===== config.mk =====
export PLATFORM = sky130hd
export DESIGN_NAME = fpu_exception_ctrl
export DESIGN_NICKNAME = d
export VERILOG_FILES = /design/src/rtl/fpu_exc_pkg.sv /design/src/rtl/fpu_exc_log_fifo.sv /design/src/rtl/fpu_exception_ctrl.sv
export SDC_FILE = /design/constraint.sdc
export NUM_CORES = 1
export LEC_CHECK = 0
export ABC_AREA = 1
export BUFFER_PORTS_ARGS = -buffer_cell sky130_fd_sc_hd__buf_2
export CORE_MARGIN = 4
export CORE_UTILIZATION = 37
export CTS_CLUSTER_SIZE = 40
export DETAILED_ROUTE_END_ITERATION = 6
export PLACE_DENSITY_LB_ADDON = 0.12
export SETUP_SLACK_MARGIN = 0.05
export SYNTH_ARGS = -nofsm -noshare
export SYNTH_HDL_FRONTEND = slang
export SYNTH_SLANG_ARGS = --single-unit

===== constraint.sdc =====
create_clock -name clk -period 2.7 [get_ports clk]
set_clock_uncertainty 0.15 [all_clocks]
set_input_delay 0.27 -clock clk [delete_from_list [all_inputs] [get_ports clk]]
set_output_delay 0.27 -clock clk [all_outputs]
set_load 0.005 [all_outputs]

===== src/rtl/fpu_exc_pkg.sv =====
// Shared types for the FPU exception controller: FSM encoding, flag indices, log sizing.
// Latency: n/a (declarations only).
// Backpressure: n/a.
package fpu_exc_pkg;

    typedef enum logic [1:0] {
        IDLE   = 2'd0,
        ASSERT = 2'd1,
        ACKED  = 2'd2
    } exc_state_t;

    // Exception flag bit positions; lower index means higher priority.
    localparam int EXC_INVALID   = 0;
    localparam int EXC_DENORMAL  = 1;
    localparam int EXC_ZERO_DIV  = 2;
    localparam int EXC_OVERFLOW  = 3;
    localparam int EXC_UNDERFLOW = 4;
    localparam int EXC_PRECISION = 5;

    // Width of one stored log entry; without IP capture only the flags are kept.
    function automatic int log_entry_w(input int addr_w, input int opc_w,
                                       input int num_exc, input bit ip_capture);
        return ip_capture ? (addr_w + opc_w + num_exc) : num_exc;
    endfunction

endpackage


===== src/rtl/fpu_exc_log_fifo.sv =====
// Synchronous exception-log FIFO with flush, drop-on-full, sticky overflow and registered read.
// Latency: rd_data/rd_valid appear one cycle after an accepted rd_en.
// Backpressure: none; a push into a full FIFO without a same-cycle pop is dropped and flagged.
module fpu_exc_log_fifo #(
    parameter int WIDTH = 6,
    parameter int DEPTH = 4
) (
    input  logic                       clk,
    input  logic                       reset_n,
    input  logic                       flush,
    input  logic                       wr_en,
    input  logic [WIDTH-1:0]           wr_data,
    input  logic                       rd_en,
    output logic [WIDTH-1:0]           rd_data,
    output logic                       rd_valid,
    output logic [$clog2(DEPTH):0]     count,
    output logic                       overflow
);

    localparam int PTR_W = $clog2(DEPTH);
    localparam int CNT_W = PTR_W + 1;

    logic [WIDTH-1:0] mem [DEPTH];
    logic [PTR_W-1:0] wr_ptr;
    logic [PTR_W-1:0] rd_ptr;
    logic             empty;
    logic             full;
    logic             do_pop;
    logic             do_push;

    assign empty   = (count == '0);
    assign full    = (count == CNT_W'(DEPTH));
    assign do_pop  = rd_en && !empty;
    // A pop in the same cycle frees the slot, so a full FIFO can still accept.
    assign do_push = wr_en && (!full || do_pop);

    // Entry storage; no reset needed since count gates every read.
    always_ff @(posedge clk) begin
        if (do_push && !flush) begin
            mem[wr_ptr] <= wr_data;
        end
    end

    // Pointers, occupancy, overflow and registered read port.
    always_ff @(posedge clk or negedge reset_n) begin
        if (!reset_n) begin
            wr_ptr   <= '0;
            rd_ptr   <= '0;
            count    <= '0;
            overflow <= 1'b0;
            rd_valid <= 1'b0;
            rd_data  <= '0;
        end else if (flush) begin
            wr_ptr   <= '0;
            rd_ptr   <= '0;
            count    <= '0;
            overflow <= 1'b0;
            rd_valid <= 1'b0;
        end else begin
            rd_valid <= do_pop;
            if (do_pop) begin
                rd_data <= mem[rd_ptr];
                rd_ptr  <= rd_ptr + 1'b1;
            end
            if (do_push) begin
                wr_ptr <= wr_ptr + 1'b1;
            end
            if (wr_en && !do_push) begin
                overflow <= 1'b1;
            end
            case ({do_push, do_pop})
                2'b10:   count <= count + 1'b1;
                2'b01:   count <= count - 1'b1;
                default: count <= count;
            endcase
        end
    end

endmodule


===== src/rtl/fpu_exception_ctrl.sv =====
// FPU exception controller: sticky flags, ack-aware INT FSM (sticky or mask-tracking), fault log.
// Latency: int_out/flags one cycle after exc_latch; log read data one cycle after log_rd_en.
// Backpressure: none; log drops on full (sticky log_overflow). FPU_EXC_IP_CAPTURE_EN stores ip/opcode.
module fpu_exception_ctrl
    import fpu_exc_pkg::*;
#(
    parameter int NUM_EXC         = 6,
    parameter int LOG_DEPTH       = 4,
    parameter int ADDR_W          = 20,
    parameter int OPC_W           = 11,
    parameter int INT_ACTIVE_HIGH = 1
) (
    input  logic                             clk,
    input  logic                             reset_n,
    input  logic [NUM_EXC-1:0]               exc_in,
    input  logic [NUM_EXC-1:0]               exc_mask,
    input  logic                             exc_latch,
    input  logic [ADDR_W-1:0]                op_ip,
    input  logic [OPC_W-1:0]                 op_opcode,
    input  logic                             exc_clear,
    input  logic                             mask_track,
    input  logic                             int_ack,
    output logic                             int_out,
    output logic                             exc_pending,
    output logic [NUM_EXC-1:0]               status_flags,
    output logic                             top_exc_valid,
    output logic [$clog2(NUM_EXC)-1:0]       top_exc_idx,
    input  logic                             log_rd_en,
    output logic [ADDR_W+OPC_W+NUM_EXC-1:0]  log_rd_data,
    output logic                             log_rd_valid,
    output logic [$clog2(LOG_DEPTH):0]       log_count,
    output logic                             log_overflow
);

    localparam int   IDX_W   = $clog2(NUM_EXC);
    localparam logic INT_ON  = (INT_ACTIVE_HIGH != 0);
    localparam logic INT_OFF = ~INT_ON;
`ifdef FPU_EXC_IP_CAPTURE_EN
    localparam int   LOG_W   = log_entry_w(ADDR_W, OPC_W, NUM_EXC, 1'b1);
`else
    localparam int   LOG_W   = log_entry_w(ADDR_W, OPC_W, NUM_EXC, 1'b0);
`endif

    exc_state_t         state;
    exc_state_t         state_nxt;
    logic [NUM_EXC-1:0] unmasked_flags;
    logic               new_unmasked;
    logic               log_push;
    logic [LOG_W-1:0]   log_wr_data;
    logic [LOG_W-1:0]   log_rd_entry;

    assign unmasked_flags = status_flags & ~exc_mask;
    assign new_unmasked   = exc_latch && |(exc_in & ~exc_mask);
    assign top_exc_valid  = |unmasked_flags;
    assign exc_pending    = (state != IDLE);
    assign log_push       = exc_latch && |exc_in && !exc_clear;

    // Highest-priority (lowest index) unmasked latched flag.
    always_comb begin
        top_exc_idx = '0;
        for (int i = NUM_EXC - 1; i >= 0; i--) begin
            if (unmasked_flags[i]) begin
                top_exc_idx = IDX_W'(i);
            end
        end
    end

    // Sticky flags; clear beats a same-cycle latch.
    always_ff @(posedge clk or negedge reset_n) begin
        if (!reset_n) begin
            status_flags <= '0;
        end else if (exc_clear) begin
            status_flags <= '0;
        end else if (exc_latch) begin
            status_flags <= status_flags | exc_in;
        end
    end

    // Next-state for the interrupt handshake; mask changes only matter in mask-tracking mode.
    always_comb begin
        state_nxt = state;
        if (exc_clear) begin
            state_nxt = IDLE;
        end else begin
            case (state)
                IDLE: begin
                    if (new_unmasked || (mask_track && top_exc_valid)) begin
                        state_nxt = ASSERT;
                    end
                end
                ASSERT: begin
                    // A fresh unmasked fault keeps INT raised even if acked this cycle.
                    if (new_unmasked) begin
                        state_nxt = ASSERT;
                    end else if (mask_track && !top_exc_valid) begin
                        state_nxt = IDLE;
                    end else if (int_ack) begin
                        state_nxt = ACKED;
                    end
                end
                ACKED: begin
                    if (new_unmasked) begin
                        state_nxt = ASSERT;
                    end else if (mask_track && !top_exc_valid) begin
                        state_nxt = IDLE;
                    end
                end
                default: state_nxt = IDLE;
            endcase
        end
    end

    // State register with registered, polarity-adjusted interrupt output.
    always_ff @(posedge clk or negedge reset_n) begin
        if (!reset_n) begin
            state   <= IDLE;
            int_out <= INT_OFF;
        end else begin
            state   <= state_nxt;
            int_out <= (state_nxt == ASSERT) ? INT_ON : INT_OFF;
        end
    end

`ifdef FPU_EXC_IP_CAPTURE_EN
    assign log_wr_data = {op_ip, op_opcode, exc_in};
    assign log_rd_data = log_rd_entry;
`else
    // Flags-only log: ip/opcode are not stored and read back as zero.
    logic unused_ip_opc;
    assign unused_ip_opc = ^{op_ip, op_opcode};
    assign log_wr_data   = exc_in;
    assign log_rd_data   = {{(ADDR_W + OPC_W){1'b0}}, log_rd_entry};
`endif

    fpu_exc_log_fifo #(
        .WIDTH (LOG_W),
        .DEPTH (LOG_DEPTH)
    ) u_log (
        .clk      (clk),
        .reset_n  (reset_n),
        .flush    (exc_clear),
        .wr_en    (log_push),
        .wr_data  (log_wr_data),
        .rd_en    (log_rd_en),
        .rd_data  (log_rd_entry),
        .rd_valid (log_rd_valid),
        .count    (log_count),
        .overflow (log_overflow)
    );

endmodule


# --- After elaboration in Yosys (flattened, before gate mapping) ---
# Memory sizes are Yosys's and may differ from the RTL's. A register that Yosys moved wholly into a read port is not among the register bits.
# Cells that the tools add are included.
totals:
  mem_count: 1
  ramBits: 24
  word_cells: 81
  regBits: 18
  output_inout_bits: 54
mem_list:
  columns: ["memory", "words", "word_bits", "read_ports", "rd_ports_with_merged_regs", "write_ports", "line", "source"]
  rows:
  - ["u_log.mem", 4, 6, 1, 1, 1, "fpu_exc_log_fifo.sv:23", "logic [WIDTH-1:0] mem [DEPTH];"]
classes:
  n_reduce_logical: 29
  bitwise: 5
  n_mux: 28
  add_sub_neg: 4
  eq_ne: 6
op_table:
  columns: ["op", "n"]
  rows:
  - ["$mux W2", 11]
  - ["$mux W3", 7]
  - ["$reduce_or A6 Y1", 3]
  - ["$and A6 B6 Y6", 2]
  - ["$mux W6", 2]
  - ["$reduce_bool A2 Y1", 5]
  - ["$logic_and A1 B1 Y1", 9]
  - ["$eq A2 B1 Y1 const B", 3]
  - ["$logic_not A1 Y1", 6]
  - ["$mux W1", 6]
  - ["$not A6 Y6", 1]
  - ["$or A6 B6 Y6", 1]
  - ["$pmux W2 S3", 1]
  - ["$pmux W3 S2", 1]
  - ["$add A2 B1 Y2 const B", 2]
  - ["$eq A2 B2 Y1 const B", 2]
  - ["$add A3 B1 Y3 const B", 1]
  - ["$eq A3 B3 Y1 const B", 1]
  - ["$logic_not A3 Y1", 1]
  - ["$reduce_bool A3 Y1", 1]
  - ["$sub A3 B1 Y3 const B", 1]
  - ["$logic_not A2 Y1", 1]
  - ["$logic_or A1 B1 Y1", 2]
  - ["$reduce_and A2 Y1", 1]
  - ["$not A1 Y1", 1]

# --- Depth between registers and ports, before layout ---
# Gate-level depths: netlist of run 1.
logic_depth:
  depth_word: 11
  mapped_depth: 13
  mapped_depth_nobuf: 13

# --- Cells and area by module ---
# Synthesis of run 1 repeated with hierarchy kept, for this count alone.
unflattened:
  hier_cells: 272
  hier_area_um2: 2517.4
modules_own_cells:
  columns: ["mod", "n_inst", "cells_per_inst", "area_per_inst_um2"]
  rows:
  - ["fpu_exc_log_fifo", 1, 152, 1676.6]
  - ["fpu_exception_ctrl", 1, 120, 840.8]

# --- Worst setup path after synthesis of run 1 ---
# No wires, ideal clock.
synth_timing:
  path_kind: "register to register"
  startpoint: "register u_log.count[0]"
  endpoint: "register u_log.count[2]"
  arrival_ns: 1.755
  setup_time_ns: 0.117
  t_required_ns: 2.433
  setup_slack_ns: 0.678
  path_stages_with_launch: 14
  period_less_slack_ns: 2.022
  path_buffers: 0
  cell_sequence: "dfrtp_1 nor2_2 nand2_1 nand2_4 inv_2 nand2_4 inv_1 fa_1 xnor2_1 inv_1 nand2_1 nand2_1 nand3_1 nand2_1"
synth_between:
  elab_chain_len: 8
  elab_cells_between_ends: 14
  cone_classes: "add/sub (2); eq/ne (3); mux (2); reduce/logical (7)"
synth_rtl:
  columns: ["item", "line", "source"]
  rows:
  - ["from (decl)", "fpu_exc_log_fifo.sv:16", "output logic [$clog2(DEPTH):0] count,"]
  - ["from (signal assigned)", "fpu_exc_log_fifo.sv:72", "2'b10: count <= count + 1'b1;"]
  - ["from (signal assigned)", "fpu_exc_log_fifo.sv:73", "2'b01: count <= count - 1'b1;"]
  - ["from (signal assigned)", "fpu_exc_log_fifo.sv:74", "default: count <= count;"]
  - ["$logic_not A3 Y1", "fpu_exc_log_fifo.sv:31", "assign empty = (count == '0);"]
  - ["$logic_not A1 Y1", "fpu_exc_log_fifo.sv:33", "assign do_pop = rd_en && !empty;"]
  - ["$logic_and A1 B1 Y1", "fpu_exc_log_fifo.sv:33", null]
  - ["$logic_or A1 B1 Y1", "fpu_exc_log_fifo.sv:35", "assign do_push = wr_en && (!full || do_pop);"]
  - ["$logic_and A1 B1 Y1", "fpu_exc_log_fifo.sv:35", null]
  - ["$eq A2 B1 Y1 or $eq A2 B2 Y1 (tied branches)", "fpu_exc_log_fifo.sv:71", "case ({do_push, do_pop})"]
  - ["$pmux W3 S2", "fpu_exc_log_fifo.sv:71", null]
  - ["$mux W3", "fpu_exc_log_fifo.sv:53", "end else if (flush) begin"]
# Parallel ways exist; a longest one is shown, timed or not.
# A chain may end at the register's enable or synchronous reset.

# --- Worst setup path in the final report of run 1 ---
# Ends and elaborated chain as after synthesis.

==> results of run 1 <==
## critical path, stage by stage, from the launching register on
cell and delay [ns]:
dfrtp_1 0.45, nor2_2 0.18, nand2_1 0.10, nand2_4 0.12
inv_2 0.07, nand2_4 0.08, inv_1 0.05, fa_1 0.38
xnor2_1 0.18, inv_1 0.05, nand2_1 0.06, nand2_1 0.04
nand3_1 0.06, nand2_1 0.05
## power by group through the flow
stage          clock (µW)  combinational (µW)  sequential (µW)
5_1_grt               487                 669              991
3_3_place_gp            0                 596              984
3_5_place_dp            0                 599              986
6_report              438                 589              968
2_1_floorplan           0                 463              971
4_1_cts               455                 601              971
## repair_timing
item,4_1_cts,5_1_grt
endpoints found under the hold margin,24,0
hold buffers,1,0
setup endpoints to repair,0,0
## final timing paths
kind	start	endpoint	slack [ns]	cells after the start
min in group asynchronous	reset_n	u_log.rd_valid	0.33	2
max in group asynchronous	reset_n	u_log.rd_ptr[1]	1.66	2
setup / recovery	u_log.count[0]	u_log.count[2]	0.56	13
hold reg to reg	u_log.overflow	u_log.overflow	0.36	1
setup reg to reg	u_log.count[0]	u_log.count[2]	0.56	13
hold / removal	exc_in[3]	u_log.mem[1][3]	0.09	1
## kinds of logic after synthesis
family                   Yosys count
AO/OA/AOI/OAI                     36
XOR/XNOR                           1
adder cells (fa/ha/maj)            5
buffers and inverters             61
flip-flops                        48
multiplexers                       6
other                              1
AND/OR/NAND/NOR                   86
## per-stage QoR
step | hold WS [ns] | cell area (µm²) | power, µW
after CTS | 0.0870 | 2740 | 2030
after floorplan | -0.176 | 2600 | 1430
after global routing | 0.0911 | 2740 | 2150
after global placement | 0.170 | 2630 | 1580
final | 0.0901 | 2740 | 1990
after detailed placement | 0.175 | 2630 | 1580
## cell usage in the layout, fill, tap and decap left out, types with 6 or more instances in the layout
cell | Yosys | routed
buf_2 | 2 | 41
o22ai_1 | 7 | 7
a21oi_1 | 8 | 8
o21ai_0 | 14 | 14
dfrtp_1 | 24 | 24
nor2_1 | 29 | 29
inv_1 | 20 | 20
nand2_1 | 30 | 30
conb_1 | 1 | 31
edfxtp_1 | 24 | 24
nand3_1 | 10 | 10
mux2_4 | 6 | 6
## area by class of cell
class                   instances  area share, %
flip-flops and latches         48           48.3
well taps                      77           3.52
clock inverters                 3          0.869
repair buffers                 43           8.14
clock buffers                   5           2.51
multi-input cells             165           33.2
inverters                      25           3.43
## sequential cells by signal, indices dropped and copies added, names as in the netlist
register,count
u_log.mem,24
status_flags,6
u_log.rd_data,6
u_log.count,3
state,2
u_log.rd_ptr,2
u_log.wr_ptr,2
int_out,1
u_log.overflow,1
u_log.rd_valid,1
## metal layers
| layer | vias up | share of wire, % | global-route usage [%] |
|---|---|---|---|
| met5 | - | 0 | 0 |
| met4 | 0 | 1.1 | 3.83 |
| met3 | 7 | 5.3 | 2.59 |
| met2 | 52 | 46 | 19.9 |
| met1 | 731 | 47 | 16.6 |
| li1 | 829 | - | - |
==> impl_metrics.ini, run 1 <==
[outcome]
outcome = completed

[worst_setup_path]
path_class = flop to flop
cp_data_arrival_time_ns = 2.19
startpoint_type = flop
critPathMaxFanout = 5
required_ns = 2.75
endpoint_kind = flop

[detailed_routing]
ant_nets = 0
drc = 0
avgViaCountPerCell = 4.42
initialDrtViolationCount = 64
num_vias = 1619
dr.pass1.iters = 4
drt-total-wl_um = 4850
post_drt_wl_per_cell_um = 13.3

[timing]
setup_ws_ns = 0.559
fmax_mhz = 467
rsz0062_at_grt = no
final_hold_viol_count = 0
maxSlewViolCount = 0
maxSlewHeadroom_pct = 60.4
setup_viol = 0
fin_setup_tns_ns = 0
min_period_ns = 2.14
tightestPinTransition_ns = 0.594
finalCritPeriodShare_pct = 79.3

[placement]
gp_congestion = 0.790
dpl.cell_count = 357
portBuffers = 41
hpwl_um = 3600
dp_worst_setup_slack_ns = 0.512

[synth]
synth_top_cell_area_share_pct = 29.0
yosysTopAreaCell = edfxtp_1
synth_mux_area_share_pct = 3.62
synth-edff-count = 24
ys_async_sr_fraction_pct = 50.0
synth_fa_ha_area_share_pct = 2.82
synthTopCellsByArea = edfxtp_1, dfrtp_1, buf_4, nand2_1, nor2_1
netlist_area_um2 = 2490
synthSimpleGateAreaFrac_pct = 17.0
synth_commonest_cells = buf_4, nand2_1, nor2_1, dfrtp_1, edfxtp_1
yosysWarnings = 0
yosysMostFrequentCell = buf_4
synth_seq_cells = 48
synth_xor_area_share_pct = 0.352
yosysUniqueCellTypes = 33
syn_avg_cell_area_um2 = 10.2
synth_cells = 244
yosysSeqAreaShare_pct = 53.1
synth_compound_gate_area_share_pct = 8.09
synth_top_family_by_area = simple AND/OR/NAND/NOR gates
synth_flop_cell = edfxtp_1

[grt]
grt_pass1_wl_um = 8030
grt_max_degree = 25
gr-total-overflow = 0
grt_use_total_pct = 12.3
grt_pass1_vias = 1566
grt_antenna_before_repair = 0

[power_and_ir_drop]
swShare_pct = 33.2
p_seq_share_pct = 48.5
p_int_uw = 1330
clockPowerShare_pct = 21.9
cellPowerDensity_nw_per_um2 = 729
switchingPower_uw = 662
p_leak_uw = 0.00132
ir_drop_mv = 0.345
combPwrFrac_pct = 29.5

[floorplan]
fp.dieW_um = 90.0
pin_count = 104
die_y_um = 90.0
core_area_um2 = 6420
start_util_pct = 38.7
rows = 29
die_area_um2 = 8100

[cells_and_area]
multi_input_area_um2 = 910
register_area_um2 = 1320
final_layout_size_suffix_gt1_share_pct = 25.3
diodes = 0
syn_to_final_growth_pct = 9.95
nets = 343
fillers = 643
final_util_pct = 42.6
instances_no_fill = 366

[clock_tree]
cts_made_buffers = 5
root_buffer = clkbuf_8
cts_tree = yes
cts_setup_buffers = 0
clk_pin_slew_ns = 0.10
cts_buffer_depth = 2
htree_levels = 2
cts_resized = 0
cts.sinks = 48
clkLatencyLatePin_ns = 0.31

[hold_path]
min-delay-path-class = primary input to flop

[job]
cap_violations = 0
(Power assumes the default switching activity.)
==> run 2, diff against run 1 <==
--- a/config.mk
+++ b/config.mk
@@ -5,7 +5,7 @@
 export SDC_FILE = /design/constraint.sdc
 export NUM_CORES = 1
 export LEC_CHECK = 0
-export ABC_AREA = 1
+export ABC_AREA = 0
 export BUFFER_PORTS_ARGS = -buffer_cell sky130_fd_sc_hd__buf_2
 export CORE_MARGIN = 4
 export CORE_UTILIZATION = 37
==> constraint.sdc (replaced) <==
create_clock -name clk -period 1.96 [get_ports clk]
set_clock_uncertainty 0.15 [all_clocks]
set_input_delay 0.196 -clock clk [delete_from_list [all_inputs] [get_ports clk]]
set_output_delay 0.196 -clock clk [all_outputs]
set_load 0.005 [all_outputs]
==> impl_metrics.ini, run 2 <==
[cells_and_area]
mostFrequentLayoutCell = buf_2
largest_register_ffs = 24
syn_to_final_growth_pct = 23.9
finalInstanceArea_um2 = 2980
mostFrequentLayoutCells = buf_2, conb_1, buf_4, edfxtp_1, dfrtp_1
final_layout_size_suffix_gt1_share_pct = 42.1
fillers = 618
instances_no_fill = 343
top_register = u_log.mem
diodes = 0
nets = 320
reg_top3 = u_log.mem: 24 flops, status_flags: 6 flops, u_log.rd_data: 6 flops

[outcome]
outcome = complete, but fails checks
violations = setup timing

[grt]
grt_pass1_vias = 1558
grt_antenna_before_repair = 0
gr-total-overflow = 0
grt_max_degree = 25
grt_use_total_pct = 13.4
grt_pass1_wl_um = 7840

[timing]
maxSlewViolCount = 0
setup_ws_ns = -0.243
rsz0062_at_grt = yes
finalCritPeriodShare_pct = 112
maxSlewHeadroom_pct = 60.1
setup_viol = 4
min_period_ns = 2.20
fmax_mhz = 454
tightestPinTransition_ns = 0.598
final_hold_viol_count = 0

[synth]
synth_cells = 191
yosysMostFrequentCell = buf_4
synth_top_cell_area_share_pct = 30.0
synthTopCellsByArea = edfxtp_1, dfrtp_1, buf_4, mux4_2, mux2_2
ys_async_sr_fraction_pct = 50.0
synth_flop_cell = edfxtp_1
yosysWarnings = 0
netlist_area_um2 = 2400
synth_seq_cells = 48
syn_avg_cell_area_um2 = 12.6
yosysSeqAreaShare_pct = 55.0
synth_commonest_cells = buf_4, dfrtp_1, edfxtp_1, nor2_1
yosysTopAreaCell = edfxtp_1
synth-edff-count = 24
yosysUniqueCellTypes = 37

[detailed_routing]
post_drt_wl_per_cell_um = 14.3
avgViaCountPerCell = 4.57
drt-total-wl_um = 4900
dr.pass1.iters = 4
ant_nets = 0
initialDrtViolationCount = 67
num_vias = 1568
drc = 0

[clock_tree]
htree_levels = 2
clkLatencyLatePin_ns = 0.30
cts_tree = yes
clk_pin_slew_ns = 0.09
root_buffer = clkbuf_8
cts.sinks = 48
cts_buffer_depth = 2
cts_made_buffers = 5

[power_and_ir_drop]
p_int_uw = 2040
p_seq_share_pct = 45.3
cellPowerDensity_nw_per_um2 = 956
ir_drop_mv = 0.399
p_leak_uw = 0.00135
switchingPower_uw = 803
clockPowerShare_pct = 21.7
swShare_pct = 28.2
combPwrFrac_pct = 33.0

[worst_setup_path]
endpoint_kind = flop
crit_top_cell = nor2_1
critPathMaxStageDelay_ns = 0.52
r2r_end = u_log.count[2]
required_ns = 2.00
path_cells = or4b_4 -> nor3b_4 -> nor2_1 -> fa_1 -> nor2_1 -> mux2i_1 -> mux2_2
r2r-start = u_log.count[0]
startpoint_type = flop
path_class = flop to flop
reg2reg_depth = 7
critPathMaxFanout = 3
cp_slowest_cell = or4b_4
r2r_slack_ns = -0.24
cp_data_arrival_time_ns = 2.24

[floorplan]
rows = 29
start_util_pct = 38.0
pin_count = 104
die_area_um2 = 7850
fp.dieW_um = 88.6
die_y_um = 88.6
core_area_um2 = 6310

[hold_path]
hold_depth = 1
hold_end = u_log.mem[0][2]
min_from = exc_in[2]
min-delay-path-class = primary input to flop

[placement]
portBuffers = 41
place_area_um2 = 2750
hpwl_um = 3520
dpl.cell_count = 325
gp_congestion = 0.756

[job]
cap_violations = 0
[run 2: changes by cell type in the layout (fill, tap and decap cells not counted), sizes merged, moves of 6 or more]
cell / before / now
buf: 42 / 72
o22ai: 7 / 1
nor2b: 2 / 11
mux4: 0 / 6
inv: 25 / 6
nand3: 11 / 1
nor2: 32 / 18
nand2: 36 / 3
o21ai: 18 / 3
[run 2: power groups by stage]
stage          clock (µW)  sequential [µW]  combinational, µW
6_report              616             1290                940
5_1_grt               681             1310               1060
4_1_cts               644             1290                925
3_5_place_dp            0             1320                885
3_3_place_gp            0             1310                875
2_1_floorplan           0             1330                541
[run 2: cell type report]
| cell class | instances | area, µm² | area share, % |
|---|---|---|---|
| clock buffer | 7 | 86.3 | 2.90 |
| sequential | 48 | 1320 | 44.4 |
| inverter | 6 | 22.5 | 0.757 |
| multi-input combinational | 131 | 988 | 33.2 |
| clock inverter | 1 | 7.51 | 0.252 |
| tap | 77 | 96.3 | 3.24 |
| timing repair buffer | 73 | 452 | 15.2 |
[run 2: repair_timing]
| item | CTS | global route |
|---|---|---|
| buffers inserted | 6 | 5 |
| pin swaps | 3 | 2 |
| hold buffers | 1 | 0 |
| resized for setup | 7 | 12 |
| endpoints found under the setup margin | 28 | 27 |
| endpoints found under the hold margin | 24 | 0 |
[run 2: worst max-delay path: cells and delay by family, from the launching register on]
kind                     cells  cell delay [ns]
multiplexers                 2             0.48
flip-flops                   1             0.42
adder cells (fa/ha/maj)      1             0.19
AND/OR/NAND/NOR              4             0.85
[run 2: logic make-up after synthesis]
kind of cell,count (synthesis),share of synthesized area [%]
AOI/OAI and AO/OA,22,6.51
xor gates and xnor gates,4,1.46
adders and majority gates,5,2.92
buffers and inverters,42,11.4
DFF,48,55.0
muxes,17,10.8
other,1,0.156
and+or+nand+nor,52,11.8
[run 2: worst max-delay path by stage]
stage	from	end	slack, ns	cells past startpoint
finish	u_log.count[0]	u_log.count[2]	-0.24	7
floorplan	u_log.count[0]	u_log.count[2]	-0.29	7
global route	u_log.count[0]	u_log.count[2]	-0.32	7
detailed placement	exc_in[2]	u_log.count[2]	-0.32	10
CTS	u_log.count[0]	u_log.count[2]	-0.23	7
global placement	exc_in[2]	u_log.count[2]	-0.30	10
[run 2: stage by stage]
| stage | hold WS (ns) | util [%] | TNS (ns) | total power (µW) | setup WS [ns] |
|---|---|---|---|---|---|
| final | 0.0484 | 47.1 | -0.444 | 2850 | -0.243 |
| after global routing | 0.0518 | 47.1 | -0.673 | 3060 | -0.320 |
| after CTS | 0.0306 | 46.0 | -0.457 | 2860 | -0.233 |
| after detailed placement | 0.0933 | 43.5 | -1.86 | 2200 | -0.323 |
| after global placement | 0.0951 | 43.5 | -1.64 | 2190 | -0.299 |
| after floorplan | -0.250 | - | -0.426 | 1870 | -0.294 |
[run 2: layer usage]
layer  vias up  part of all wire [%]  wire length, µm  track usage (%)
met1       752                    45             2210             18.5
met5         -                     0                0                0
li1        748                     -                -                -
met3         8                   6.1              298             3.63
met2        60                    48             2330             21.1
met4         0                   1.2               60             3.71
